$ cat src/rtl/mod_dec_inv_shifter_if.sv
// Byte-serial input, byte-serial/parallel output bus of the decryption InvShiftRows stage.
// The master drives state bytes in and drains results; the slave is the shifter.
interface mod_dec_inv_shifter_if;
  localparam int unsigned N  = 16;
  localparam int unsigned BW = 8;

  logic                 in_valid;
  logic [BW-1:0]        in_byte;
  logic                 in_ready;
  logic                 out_valid;
  logic [BW-1:0]        out_byte;
  logic                 out_ready;
  logic [N-1:0][BW-1:0] out_block;
  logic                 blk_valid;
  logic                 blk_done;

  modport master (
    output in_valid, in_byte, out_ready,
    input  in_ready, out_valid, out_byte, out_block, blk_valid, blk_done
  );

  modport slave (
    input  in_valid, in_byte, out_ready,
    output in_ready, out_valid, out_byte, out_block, blk_valid, blk_done
  );
endinterface

$ cat src/rtl/mod_dec_inv_shifter.sv
// AES decryption InvShiftRows: collects 16 state bytes, rotates rows right by the row index,
// then presents the block in parallel and streams it out byte by byte under backpressure.
module mod_dec_inv_shifter (
  input  logic                 clk,
  input  logic                 reset,
  mod_dec_inv_shifter_if.slave bus
);
  // Block size is fixed at 16 bytes; other sizes are not supported.
  localparam int unsigned N  = 16;
  localparam int unsigned BW = 8;
  localparam int unsigned CW = $clog2(N);

  typedef logic [N-1:0][BW-1:0] block_t;
  typedef enum logic [0:0] {FILL, DRAIN} state_t;

  state_t         state_q, state_d;
  block_t         buf_q, buf_d;
  logic [CW-1:0]  wr_cnt_q, wr_cnt_d;
  logic [CW-1:0]  rd_cnt_q, rd_cnt_d;
  logic           in_ready_q, in_ready_d;
  logic           out_valid_q, out_valid_d;
  logic           blk_valid_q, blk_valid_d;
  logic           blk_done_q, blk_done_d;
  logic [BW-1:0]  out_byte_q, out_byte_d;
  block_t         block_q, block_d;

  // Row r of the result takes buffer row r rotated right by r positions.
  function automatic block_t inv_map(input block_t b);
    block_t m;
    m = '0;
    for (int r = 0; r < 4; r++) begin
      for (int c = 0; c < 4; c++) begin
        m[4*r + c] = b[4*r + ((c - r + 4) % 4)];
      end
    end
    return m;
  endfunction

  always_ff @(posedge clk or posedge reset) begin
    if (reset) state_q <= FILL;
    else       state_q <= state_d;
  end

  always_comb begin
    state_d    = state_q;
    buf_d      = buf_q;
    wr_cnt_d   = wr_cnt_q;
    rd_cnt_d   = rd_cnt_q;
    blk_done_d = 1'b0;

    unique case (state_q)
      FILL: begin
        if (bus.in_valid && in_ready_q) begin
          buf_d = {bus.in_byte, buf_q[N-1:1]};
          if (wr_cnt_q == CW'(N-1)) begin
            wr_cnt_d = '0;
            state_d  = DRAIN;
          end else begin
            wr_cnt_d = wr_cnt_q + CW'(1);
          end
        end
      end
      DRAIN: begin
        if (bus.out_ready && out_valid_q) begin
          if (rd_cnt_q == CW'(N-1)) begin
            rd_cnt_d   = '0;
            state_d    = FILL;
            blk_done_d = 1'b1;
          end else begin
            rd_cnt_d = rd_cnt_q + CW'(1);
          end
        end
      end
    endcase

    // Outputs are registered from next-state values so they line up with the state they describe.
    in_ready_d  = (state_d == FILL);
    out_valid_d = (state_d == DRAIN);
    blk_valid_d = (state_d == DRAIN);
    block_d     = out_valid_d ? inv_map(buf_d) : '0;
    out_byte_d  = block_d[rd_cnt_d];
  end

  always_ff @(posedge clk or posedge reset) begin
    if (reset) begin
      buf_q       <= '0;
      wr_cnt_q    <= '0;
      rd_cnt_q    <= '0;
      in_ready_q  <= 1'b0;
      out_valid_q <= 1'b0;
      blk_valid_q <= 1'b0;
      blk_done_q  <= 1'b0;
      out_byte_q  <= '0;
      block_q     <= '0;
    end else begin
      buf_q       <= buf_d;
      wr_cnt_q    <= wr_cnt_d;
      rd_cnt_q    <= rd_cnt_d;
      in_ready_q  <= in_ready_d;
      out_valid_q <= out_valid_d;
      blk_valid_q <= blk_valid_d;
      blk_done_q  <= blk_done_d;
      out_byte_q  <= out_byte_d;
      block_q     <= block_d;
    end
  end

  assign bus.in_ready  = in_ready_q;
  assign bus.out_valid = out_valid_q;
  assign bus.blk_valid = blk_valid_q;
  assign bus.blk_done  = blk_done_q;
  assign bus.out_byte  = out_byte_q;
  assign bus.out_block = block_q;
endmodule

$ cat src/flat_wrapper.sv
// flat-port wrapper written by rule: the top's interface ports become plain ports
module mod_dec_inv_shifter_flat 
  (clk, reset, bus_in_valid, bus_in_byte, bus_out_ready, bus_in_ready, bus_out_valid, bus_out_byte, bus_out_block, bus_blk_valid, bus_blk_done);
  mod_dec_inv_shifter_if bus_i ();
  input  logic clk;
  input  logic reset;
  input wire logic [$bits(bus_i.in_valid)-1:0] bus_in_valid;
  input wire logic [$bits(bus_i.in_byte)-1:0] bus_in_byte;
  input wire logic [$bits(bus_i.out_ready)-1:0] bus_out_ready;
  output wire logic [$bits(bus_i.in_ready)-1:0] bus_in_ready;
  output wire logic [$bits(bus_i.out_valid)-1:0] bus_out_valid;
  output wire logic [$bits(bus_i.out_byte)-1:0] bus_out_byte;
  output wire logic [$bits(bus_i.out_block)-1:0] bus_out_block;
  output wire logic [$bits(bus_i.blk_valid)-1:0] bus_blk_valid;
  output wire logic [$bits(bus_i.blk_done)-1:0] bus_blk_done;
  assign bus_i.in_valid = bus_in_valid;
  assign bus_i.in_byte = bus_in_byte;
  assign bus_i.out_ready = bus_out_ready;
  assign bus_in_ready = bus_i.in_ready;
  assign bus_out_valid = bus_i.out_valid;
  assign bus_out_byte = bus_i.out_byte;
  assign bus_out_block = bus_i.out_block;
  assign bus_blk_valid = bus_i.blk_valid;
  assign bus_blk_done = bus_i.blk_done;
  mod_dec_inv_shifter u_core (.clk(clk), .reset(reset), .bus(bus_i));
endmodule
$ cat config.mk
export PLATFORM = sky130hd
export DESIGN_NAME = mod_dec_inv_shifter_flat
export DESIGN_NICKNAME = d
export VERILOG_FILES = /design/src/rtl/mod_dec_inv_shifter_if.sv /design/src/rtl/mod_dec_inv_shifter.sv /design/src/flat_wrapper.sv
export SDC_FILE = /design/constraint.sdc
export NUM_CORES = 1
export LEC_CHECK = 0
export CELL_PAD_IN_SITES_DETAIL_PLACEMENT = 2
export CELL_PAD_IN_SITES_GLOBAL_PLACEMENT = 2
export CORE_AREA = 4 4 222 138
export DETAILED_ROUTE_END_ITERATION = 12
export DIE_AREA = 0 0 226 142
export DONT_BUFFER_PORTS = 1
export PLACE_DENSITY_LB_ADDON = 0.1
export RECOVER_POWER = 100
export SLEW_MARGIN = 20
export SYNTH_ARGS = -nofsm -noshare
export SYNTH_HDL_FRONTEND = slang
export SYNTH_SLANG_ARGS = --single-unit
$ cat constraint.sdc
create_clock -name clk -period 8.6 [get_ports clk]
set_clock_uncertainty 0.15 [all_clocks]
set_input_delay 0 -clock clk [delete_from_list [all_inputs] [get_ports clk]]
set_output_delay 0 -clock clk [all_outputs]
set_load 0.005 [all_outputs]
==> impl_results.md <==
* Initial core utilization at 39.7%
* Vias in the first global route at 9,451
* Worst-path maximum fanout at 59
* Yosys reg bits at 275
* Clock Root Buffer: clkbuf_16
* Final setup violating endpoints at 0
* Row count at 48
* Global route hottest layer: met1
* CTS tree: yes
* Fraction of registers with async set or reset after synthesis at 100%
* Inst Count DP at 1,485
* Worst setup EP type: flop
* Yosys warns at 0
* Pwr dens at 398 nW/um2
* DRC Markers at 0
* Clock Path Buffers at 3
* Post-layout min period at 5.45 ns
* Top FF cell, synth: dfrtp_1
* Fin. Hold Viols at 0
* Sequential area share after synthesis at 61.0%
* Violations in the final reports: capacitance limit, slew limit
* Number of synthesized flops with an enable pin at 0
* Worst Path Required at 8.85 ns
* Synth-to-layout area growth at 11.0%
* Die W at 226 um
* Worst Tran Pin Value at 4.64 ns
* Pleak at 6.12 nW
* Clk pin slew, worst setup/hold paths at 0.07 ns
* Chip height at 142 um
* Tot GR Track Use at 25.2%
* Fmax at 183 MHz
* Worst slew margin at -210%
* Port-buffer cells at 0
* CP Launch Type: flop
* Total negative setup slack at 0 ns
* Post-Synthesis Cell Area at 11,300 um2
* Ports at 152
* Most area-consuming cells after synthesis: dfrtp_1 61%, nand2_1 13%, a21oi_1 6.3%
* Critical Path AT at 5.70 ns
* Mapped Nets at 1,187
* First-pass GRT wire length at 61,700 um
* Mapped Cells at 1,173
* H-tree lvl count at 1
* Worst skew pair latency at 0.56 ns
* Routing usage on met1 at 39.3%
* Met3 usage at 4.82%
* Peak supply drop at 0.162 mV
* Most common cell in the netlist: nand2_1
* Initial antenna violation count at 0
* Via Count at 8,903
* Slew Limit Fails at 325
* Gr ovfl total at 0
* Ant diodes at 0
* Antenna Nets Post-Route at 0
* Yosys cell types at 54
* Area leader, netlist: dfrtp_1
* Nets at 1,167
* Hpwl dp at 27,200 um
* Layout Utilization at 44.1%
* Num CTS Buffers at 27
* Outcome: complete, but fails checks
* Clock Sinks at 275
* Top cells by count, synth: 390 x nand2_1, 275 x dfrtp_1, 143 x a21oi_1
* Post-CTS Setup Inserts at 0
* RSZ-0062 raised after global routing: no
* 1st-pass router iterations at 5
* GR Layer Usage met2 at 36.8%
* Largest net degree at the start of global routing at 176
* Gp weighted congestion at 0.861
* DR WL/cell at 26.2 um
* Non-Filler Instances at 1,548
* Yosys top cell area share at 61.0%
* 1st-iter DRT viols at 752
* Worst Hold Class: primary input to flop
* Share of layout cells above drive strength 1 at 5.71%
* Ratio of final minimum period to clock period at 63.4%
* Full die area at 32,100 um2
* Drt via density at 5.75
* Syn_area_per_cell at 9.62 um2
* Max_cap viols at 6
* Core Footprint at 28,400 um2
* Fillers at 3,012
* Final Routed Wirelength at 40,500 um
* Crit Path Category: flop to flop
-- registers in the layout (all words and copies together) (netlist names) --
| signal | flops |
|---|---|
| u_core.buf_q | 128 |
| u_core.bus.out_block | 128 |
| u_core.bus.out_byte | 8 |
| u_core.rd_cnt_q | 4 |
| u_core.wr_cnt_q | 4 |
| u_core.bus.blk_done | 1 |
| u_core.bus.in_ready | 1 |
| u_core.state_q | 1 |
-- layer usage --
layer | vias up | routed length [um]
met1 | 4645 | 19900
met2 | 264 | 17400
met4 | 0 | 808
met3 | 56 | 2440
li1 | 3938 | -
met5 | - | 0
-- what timing repair did --
item | in CTS | in global routing
endpoints found under the hold margin | 252 | 0
resized for setup | 0 | 0
hold buffers | 13 | 0
-- cells in the final DEF, fill, tap and decap left out, drive strengths merged, types with 3 or more instances in the layout --
| cell type | netlist | final |
|---|---|---|
| nand2 | 391 | 391 |
| dfrtp | 275 | 275 |
| a21oi | 144 | 144 |
| nor2 | 68 | 68 |
| clkbuf | 42 | 43 |
| nor3 | 41 | 41 |
| o21ai | 25 | 25 |
| nor4 | 24 | 24 |
| o22ai | 18 | 18 |
| o221ai | 16 | 16 |
| mux2i | 16 | 16 |
| dlygate4sd3 | 0 | 12 |
| or3 | 9 | 9 |
| o21a | 9 | 9 |
| buf | 33 | 9 |
| o32ai | 8 | 8 |
| o311a | 7 | 7 |
| inv | 7 | 7 |
| nor2b | 6 | 6 |
| clkinvlp | 0 | 5 |
| and2 | 4 | 4 |
| and3 | 3 | 3 |
| bufinv | 0 | 3 |
| clkinv | 0 | 3 |
| o211ai | 3 | 3 |
-- area by class of cell --
class	instances	area, um2	share of cell area [%]
clock buffer	38	777	6.21
clock inverter	11	148	1.18
inverter	7	27.5	0.220
multi-input combinational	816	3970	31.7
sequential	275	6880	55.0
tap	375	469	3.75
timing repair buffer	26	246	1.97
-- cells by family (layout without fill, tap and decap cells) --
family | count (synthesis) | after routing | synth area share [%]
DFF | 275 | 275 | 61.0
xor gates and xnor gates | 2 | 2 | 0.155
muxes | 16 | 16 | 1.42
and+or+nand+nor | 555 | 555 | 20.4
buffers and inverters | 82 | 82 | 3.77
AOI/OAI and AO/OA | 241 | 241 | 13.1
adders and majority gates | 2 | 2 | 0.222
-- critical path, cell delays in order, from the launching register on --
cell      delay, ns
dfrtp_1        0.55
and3b_1        1.61
clkbuf_1       2.04
o21ai_0        0.59
nor2b_1        0.30
-- final timing paths --
check / cells after the start / from / endpoint / slack (ns)
max in group asynchronous: 4 / reset / u_core.bus.out_block[44] / 3.38
hold reg to reg: 1 / u_core.wr_cnt_q[3] / u_core.wr_cnt_q[3] / 0.33
min in group asynchronous: 4 / reset / u_core.buf_q[120] / 0.54
setup reg to reg: 4 / u_core.state_q / u_core.bus.out_block[94] / 3.15
setup / recovery: 4 / u_core.state_q / u_core.bus.out_block[94] / 3.15
hold / removal: 5 / bus_out_ready / u_core.bus.out_byte[7] / 0.04
-- stage by stage --
stage               worst slack (ns)  instance area [um2]  hold WS [ns]  power, mW
floorplan                      0.870                11300       -0.0262       3.11
global placement                5.21                11500        -0.114       3.65
detailed placement              5.19                11500        -0.117       3.71
CTS                             5.19                12500       0.00301       5.01
global route                    2.48                12500        0.0721       5.29
finish                          3.15                12500        0.0375       4.98
-- where the power goes --
group,switching [mW],leakage [nW],internal [mW]
clock network,0.525,0.441,0.721
logic,1.11,1.98,0.455
registers,0.485,3.70,1.69
Note: power is estimated with default switching activity, not from simulation.
